[config.mk]
export PLATFORM = sky130hd
export DESIGN_NAME = alu_sequencer
export DESIGN_NICKNAME = d
export VERILOG_FILES = /design/src/rtl/alu_sequencer.sv
export SDC_FILE = /design/constraint.sdc
export NUM_CORES = 1
export LEC_CHECK = 0
export CAP_MARGIN = 25
export CORE_MARGIN = 5
export CORE_UTILIZATION = 50
export CTS_CLUSTER_DIAMETER = 40
export CTS_CLUSTER_SIZE = 24
export DETAILED_ROUTE_END_ITERATION = 12
export PLACE_DENSITY = 0.77
export SYNTH_ARGS = -nofsm -noshare
export SYNTH_HDL_FRONTEND = slang
export SYNTH_SLANG_ARGS = --single-unit
[constraint.sdc]
create_clock -name clock -period 3 [get_ports clock]
set_input_delay 0.6 -clock clock [delete_from_list [all_inputs] [get_ports clock]]
set_output_delay 0.6 -clock clock [all_outputs]
set_load 0.02 [all_outputs]
[src/rtl/alu_sequencer.sv]
// Execute-phase controller for the DataPath register/ALU array.
// Optional MUL/DIV path (LO then HI write-back) enabled by defining SEQ_MULDIV_EN.
module alu_sequencer #(
  parameter int NREGS  = 16,
  parameter int RIDX_W = 4,
  parameter int OP_W   = 5
) (
  input  logic              clock,
  input  logic              clear,
  input  logic              start,
  input  logic [OP_W-1:0]   opcode,
  input  logic [RIDX_W-1:0] ra,
  input  logic [RIDX_W-1:0] rb,
  input  logic [RIDX_W-1:0] rc,
  output logic              busy,
  output logic              done,
  output logic              error,
  output logic [NREGS-1:0]  reg_out,
  output logic [NREGS-1:0]  reg_in,
  output logic              RYin,
  output logic              RZin,
  output logic              RZLOout,
  output logic              RZHIout,
  output logic              LOin,
  output logic              HIin,
  output logic [OP_W-1:0]   ops
);

  typedef enum logic [OP_W-1:0] {
    OP_ADD = OP_W'(0),  OP_SUB = OP_W'(1),  OP_AND = OP_W'(2),  OP_OR  = OP_W'(3),
    OP_SHR = OP_W'(4),  OP_SHL = OP_W'(5),  OP_ROR = OP_W'(6),  OP_ROL = OP_W'(7),
    OP_MUL = OP_W'(8),  OP_DIV = OP_W'(9),  OP_NEG = OP_W'(10), OP_NOT = OP_W'(11)
  } opcode_t;

`ifdef SEQ_MULDIV_EN
  typedef enum logic [2:0] {IDLE, T_LDY, T_ALU, T_WLO, T_WHI} state_t;
`else
  typedef enum logic [1:0] {IDLE, T_LDY, T_ALU, T_WLO} state_t;
`endif

  state_t              state, nxt_state;
  logic [OP_W-1:0]     op_q, nxt_op;
  logic [RIDX_W-1:0]   ra_q, rb_q, rc_q, nxt_ra, nxt_rb, nxt_rc;
  logic                nxt_error;

  logic                d_busy, d_done, d_ryin, d_rzin, d_rzlo;
  logic [NREGS-1:0]    d_reg_out, d_reg_in;
  logic [OP_W-1:0]     d_ops;

  function automatic logic is_unary(input logic [OP_W-1:0] op);
    return (op == OP_NEG) || (op == OP_NOT);
  endfunction

  function automatic logic is_muldiv(input logic [OP_W-1:0] op);
    return (op == OP_MUL) || (op == OP_DIV);
  endfunction

  function automatic logic is_legal(input logic [OP_W-1:0] op);
`ifdef SEQ_MULDIV_EN
    return op <= OP_NOT;
`else
    return (op <= OP_NOT) && !is_muldiv(op);
`endif
  endfunction

  always_comb begin
    nxt_state = state;
    nxt_op    = op_q;
    nxt_ra    = ra_q;
    nxt_rb    = rb_q;
    nxt_rc    = rc_q;
    nxt_error = 1'b0;
    case (state)
      IDLE: begin
        if (start) begin
          if (is_legal(opcode)) begin
            nxt_op    = opcode;
            nxt_ra    = ra;
            nxt_rb    = rb;
            nxt_rc    = rc;
            nxt_state = is_unary(opcode) ? T_ALU : T_LDY;
          end else begin
            nxt_error = 1'b1;
          end
        end
      end
      T_LDY: nxt_state = T_ALU;
      T_ALU: nxt_state = T_WLO;
`ifdef SEQ_MULDIV_EN
      T_WLO: nxt_state = is_muldiv(op_q) ? T_WHI : IDLE;
      T_WHI: nxt_state = IDLE;
`else
      T_WLO: nxt_state = IDLE;
`endif
      default: nxt_state = IDLE;
    endcase
  end

  // Outputs are decoded from the upcoming state and fields, then registered,
  // so each strobe appears in the same cycle as the state it belongs to.
`ifdef SEQ_MULDIV_EN
  logic d_rzhi, d_loin, d_hiin;
`endif

  always_comb begin
    d_busy    = (nxt_state != IDLE);
    d_done    = 1'b0;
    d_ryin    = 1'b0;
    d_rzin    = 1'b0;
    d_rzlo    = 1'b0;
    d_reg_out = '0;
    d_reg_in  = '0;
    d_ops     = d_busy ? nxt_op : '0;
`ifdef SEQ_MULDIV_EN
    d_rzhi    = 1'b0;
    d_loin    = 1'b0;
    d_hiin    = 1'b0;
`endif
    case (nxt_state)
      T_LDY: begin
        d_reg_out = NREGS'(1) << nxt_rb;
        d_ryin    = 1'b1;
      end
      T_ALU: begin
        d_reg_out = NREGS'(1) << (is_unary(nxt_op) ? nxt_rb : nxt_rc);
        d_rzin    = 1'b1;
      end
      T_WLO: begin
        d_rzlo = 1'b1;
`ifdef SEQ_MULDIV_EN
        if (is_muldiv(nxt_op)) begin
          d_loin = 1'b1;
        end else begin
          d_reg_in = NREGS'(1) << nxt_ra;
          d_done   = 1'b1;
        end
`else
        d_reg_in = NREGS'(1) << nxt_ra;
        d_done   = 1'b1;
`endif
      end
`ifdef SEQ_MULDIV_EN
      T_WHI: begin
        d_rzhi = 1'b1;
        d_hiin = 1'b1;
        d_done = 1'b1;
      end
`endif
      default: ;
    endcase
  end

  always_ff @(posedge clock or posedge clear) begin
    if (clear) begin
      state   <= IDLE;
      op_q    <= '0;
      ra_q    <= '0;
      rb_q    <= '0;
      rc_q    <= '0;
      busy    <= 1'b0;
      done    <= 1'b0;
      error   <= 1'b0;
      reg_out <= '0;
      reg_in  <= '0;
      RYin    <= 1'b0;
      RZin    <= 1'b0;
      RZLOout <= 1'b0;
      ops     <= '0;
    end else begin
      state   <= nxt_state;
      op_q    <= nxt_op;
      ra_q    <= nxt_ra;
      rb_q    <= nxt_rb;
      rc_q    <= nxt_rc;
      busy    <= d_busy;
      done    <= d_done;
      error   <= nxt_error;
      reg_out <= d_reg_out;
      reg_in  <= d_reg_in;
      RYin    <= d_ryin;
      RZin    <= d_rzin;
      RZLOout <= d_rzlo;
      ops     <= d_ops;
    end
  end

`ifdef SEQ_MULDIV_EN
  always_ff @(posedge clock or posedge clear) begin
    if (clear) begin
      RZHIout <= 1'b0;
      LOin    <= 1'b0;
      HIin    <= 1'b0;
    end else begin
      RZHIout <= d_rzhi;
      LOin    <= d_loin;
      HIin    <= d_hiin;
    end
  end
`else
  assign RZHIout = 1'b0;
  assign LOin    = 1'b0;
  assign HIin    = 1'b0;
`endif

endmodule
[Yosys cells after proc, flatten, opt, wreduce, memory -nomap -nowiden]
Cells that the tools add are included.
Word-level totals
  bits of input ports: 20
  output and inout bits: 46
  word-level logic and storage cells: 62
  flip-flop bits (word level): 61
Operators by class
  magnitude comparators: 1
  shifts and indexed selects: 3
  reductions and logical operators: 7
  eq/ne operators: 12
  multiplexer cells: 26
Operator list (number)
  $shl A1 B4 Y16 const A: 3
  $mux W4: 10
  $pmux W16 S2: 1
  $eq A5 B4 Y1 const B: 6
  $mux W5: 4
  $mux W16: 1
  $eq A2 B2 Y1 const B: 4
  $pmux W2 S4: 1
  $mux W1: 6
  $mux W2: 3
  $le A5 B4 Y1 const B: 1
  $eq A2 B1 Y1 const B: 2
  $logic_or A1 B1 Y1: 3
  $logic_not A2 Y1: 1
  $reduce_bool A2 Y1: 1
  $logic_and A1 B1 Y1: 1
  $logic_not A1 Y1: 1

[Longest topological paths before layout]
  depth after elaboration: 12
  mapped depth: 11
  depth with buffers taken out: 10

[Worst setup path after synthesis]
OpenSTA, ideal clock, no wires.
  path type: input port to flip-flop
  start point: input port start
  end point: register reg_out[0]
  library setup time: 0.129 ns
  data arrival time: 2.273 ns
  buffers on the path: 1
  data required time: 2.871 ns
  cell stages on the path: 9
  setup slack: 0.599 ns
  path through: or2b_1 -> o22a_1 -> a21o_1 -> ha_1 -> clkbuf_1 -> nor2_1 -> and3_1 -> a21oi_1 -> o21ai_0
Between the ends
  longest elaborated chain between the ends: 7
  elaborated cells between the ends (all ways): 17
  those cells by class: eq/ne (4); shift (2); mux (10); reduce/logical (1)
Ends and longest elaborated chain
  from (decl): RTL line 10  | input logic start,
  $mux W5: RTL line 75  | if (start) begin
  $mux W5: RTL line 73  | case (state)
  $eq A5 B4 Y1: RTL line 51  | return (op == OP_NEG) || (op == OP_NOT);
  $logic_or A1 B1 Y1: RTL line 51
  $mux W4: RTL line 125  | d_reg_out = NREGS'(1) << (is_unary(nxt_op) ? nxt_rb : nxt_rc);
  $shl A1 B4 Y16: RTL line 125
  $pmux W16 S2 (*): RTL line 119  | case (nxt_state)
  net d_reg_out[0]: RTL line 47  | logic [NREGS-1:0] d_reg_out, d_reg_in;
  to (signal assigned): RTL line 178  | reg_out <= d_reg_out;
  to (decl): RTL line 18  | output logic [NREGS-1:0] reg_out,
The timed path passes the listed nets; every way through them passes the cells marked *.

[Final worst setup path]
  start point: input port opcode[4]
  end point: register reg_out[0]
Between the ends
  longest elaborated chain between the ends: 12
  elaborated cells between the ends (all ways): 31
  those cells by class: order compare (1); eq/ne (8); shift (2); mux (15); reduce/logical (5)
Ends and longest elaborated chain
  from (decl): RTL line 11  | input logic [OP_W-1:0] opcode,
  branches (longest 11 deep; another with $le A5 B4 Y1)
  $pmux W16 S2 (*): RTL line 119
  net d_reg_out[0]: RTL line 47
Mark *: on every way through the listed nets, which the timed path passes.

==> impl_metrics.csv <==
group,metric,value,unit
job,maxCapViolations,0,
placement,gp_congestion,0.9652,
die,core-area,5540,µm²
hold_path,min_path_type,"register to register",
logic_synthesis,syn_inst,296,
die,die_w,85.70,µm
grt,grt_pass1_wl,11140,µm
logic_synthesis,ys_seq_area_share,53.28,%
worst_setup_path,start_kind,"input port",
logic_synthesis,synth_top_family_by_area,"simple AND/OR/NAND/NOR gates",
die,start_util,51.72,%
route,wl_per_cell,14.74,µm
logic_synthesis,yosys.area_share.simple,24.98,%
pwr,p_per_area,968.6,nW/µm²
pwr,pwr-share-seq,32.7,%
worst_setup_path,critical_path_required,3.21,ns
logic_synthesis,yosysUniqueCellTypes,40,
logic_synthesis,yosys.area_share.adder,3.057,%
finish,area_growth_syn_to_layout,33.36,%
placement,port_buffers,62,
sta,slew_viol_final,0,
sta,worst_pin_slew,0.7442,ns
die,die_h,85.70,µm
grt,top_usage_layer,"met2",
pwr,power_leakage,1.790,nW
grt,met2_usage,30.86,%
pwr,power_frac_clock,22.1,%
logic_synthesis,synth_compound_area_share,10.66,%
route,via_per_inst,5.287,
sta,min_period,2.818,ns
placement,post_dp_cell_area,3597,µm²
sta,setup_violations,0,
sta,fin_worst_skew,0.01042,ns
finish,final_area,3821,µm²
worst_setup_path,critical_path_peak_fanout,11,
sta,maxSlewHeadroom,48.97,%
placement,place_inst,431,
pwr,switching_share,39.70,%
clock_network,cts.sinks,61,
placement,place_hpwl,4818,µm
clock_network,root_buffer,"clkbuf_8",
pwr,p_comb_share,45.3,%
grt,grt_overflow_total,0,
die,num_rows,27,
clock_network,tritoncts,"yes",
sta,holdWs,0.4904,ns
logic_synthesis,synthTopCellsByArea,"dfrtp_1 53%, nand2_1 8.9%, o21ai_0 3.8%",
clock_network,clk_pin_slew,0.06,ns
sta,rsz0062_at_grt,"false",
route,drtAntennaViolNets,0,
clock_network,numCtsBuffers,9,
status,outcome,"finished, final reports clean",
logic_synthesis,syn_area,2865,µm²
finish,nFillCells,440,
finish,final_cells,446,
finish,nNetsFinal,397,
logic_synthesis,yosys_warnings,0,
die,io_pins,66,
grt,antenna_found_initial,0,
route,drt-pass1-iter-count,4,
logic_synthesis,synthXorXnorAreaFrac,0,%
pwr,peakVddDrop,0.0008348,V
pwr,internal_power,2.232,mW
logic_synthesis,synth_ff_type,"dfrtp_1",
clock_network,cts.repair.resized,0,
worst_setup_path,arrival,3.03,ns
route,drtIter0Drc,172,
sta,timing.fmax,354.8,MHz
clock_network,insertion_delay,0.33,ns
worst_setup_path,crit_type,"input port to register",
clock_network,cts_buffer_depth,2,
route,drc_errors,0,
logic_synthesis,avgSynthCellArea,9.680,µm²
worst_setup_path,cp-end-kind,"register",
grt,grt_max_degree,23,
grt,grt_use_total,19.14,%
route,vias,2358,
logic_synthesis,ys_ff_latch,61,
grt,grtUsageMet3,4.515,%
clock_network,htreeDepth,3,
clock_network,post_cts_buffers,0,
grt,grt_pass1_vias,2324,
pwr,p_switching,1.469,mW
grt,use_met1,25.33,%
route,drt_wl_total,6575,µm
logic_synthesis,synth_largest_area_cell,"dfrtp_1",
clock_network,holdBufCountCts,0,
finish,diodes,0,
logic_synthesis,synthMuxAreaShare,3.668,%
finish,fin_util,68.97,%
finish,drive_above_1_share,9.358,%
die,design.die.area,7344,µm²
logic_synthesis,synth_enable_flop_cells,0,
sta,fin_crit_sh,93.94,%
logic_synthesis,yosysTopAreaCellShare,53.28,%
logic_synthesis,synth-async-reset-ratio,100.0,%
sta,hold_violations,0,
[critical path, stage by stage]
cell and delay (ns):
clkdlybuf4s50_1 0.51, and4bb_2 0.25, o22a_1 0.18, a21o_1 0.20, ha_1 0.44, nor2_1 0.31, and3_1 0.21, a21oi_1 0.05
o21ai_0 0.27
[final timing paths]
check | end | startpoint | cells after the start | slack (ns)
max in group asynchronous | ops[1] | clear | 3 | 1.78
min in group asynchronous | reg_out[8] | clear | 2 | 0.58
worst min register to register | op_q[0] | op_q[0] | 2 | 0.49
worst min-delay path | op_q[0] | op_q[0] | 2 | 0.49
worst max register to register | reg_out[0] | state[0] | 9 | 0.61
worst max-delay path | reg_out[0] | opcode[4] | 9 | 0.18
[power groups by stage]
stage	clock [mW]	sequential, mW	combinational [mW]
after global routing	0.878	1.24	1.85
after CTS	0.832	1.21	1.68
after global placement	0	1.21	1.64
after floorplan	0	1.34	0.948
after detailed placement	0	1.22	1.66
final	0.817	1.21	1.68
[sequential cells by signal, summed over array words and instances (netlist names)]
| register | flops |
|---|---|
| RZin | 1 |
| ra_q | 4 |
| error | 1 |
| RZLOout | 1 |
| rb_q | 4 |
| RYin | 1 |
| state | 2 |
| reg_in | 16 |
| op_q | 5 |
| reg_out | 16 |
| rc_q | 4 |
| ops | 5 |
| busy | 1 |
[metrics by stage]
step	power [mW]	TNS [ns]	setup slack [ns]
after floorplan	2.284	0	0.5987
after global placement	2.850	-0.1201	-0.06395
after detailed placement	2.883	-0.4207	-0.09512
after CTS	3.717	0	0.2370
after global routing	3.968	0	0.03635
final	3.701	0	0.1819
[layout make-up]
class                      count  area (µm²)  area share, %
timing repair buffer          75       718.2          18.80
inverter                      10       37.54         0.9823
clock inverter                 3       68.82          1.801
tap                           72       90.09          2.358
multi-input combinational    213        1225          32.06
sequential                    61        1526          39.95
clock buffer                  12       155.1          4.060
[synthesized netlist by cell type (2+ instances only)]
cell type	number
buf_4	4
and2_1	5
ha_1	7
nand2b_1	4
inv_1	10
buf_2	7
nand3_1	5
nor3_1	8
a31oi_1	9
o21ai_0	22
nor4_1	5
nor3b_1	6
o21ai_1	2
dfrtp_1	61
and3_1	5
nor2b_1	9
a41oi_1	2
a21o_1	3
a21oi_1	2
mux2i_1	9
nor2_1	25
nand2_1	68
[logic make-up after synthesis]
kind of cell,Yosys count
adders and majority gates,7
AOI/OAI and AO/OA,46
buffers and inverters,24
other,1
and+or+nand+nor,147
DFF,61
muxes,10
[routing by layer]
| layer | part of all wire [%] | vias up |
|---|---|---|
| li1 | - | 1137 |
| met1 | 44 | 1136 |
| met2 | 49 | 77 |
| met3 | 6.2 | 8 |
| met4 | 1.2 | 0 |
| met5 | 0 | - |
[placed cells by master, fill, tap and decap left out, drive strengths merged, types with 8 or more instances in the layout]
cell type      instances
nand2                 68
clkdlybuf4s50         62
dfrtp                 61
nor2                  25
o21ai                 24
buf                   13
clkbuf                12
inv                   10
a31oi                 10
nor2b                  9
mux2i                  9
nor3                   8
(Power assumes the default switching activity.)
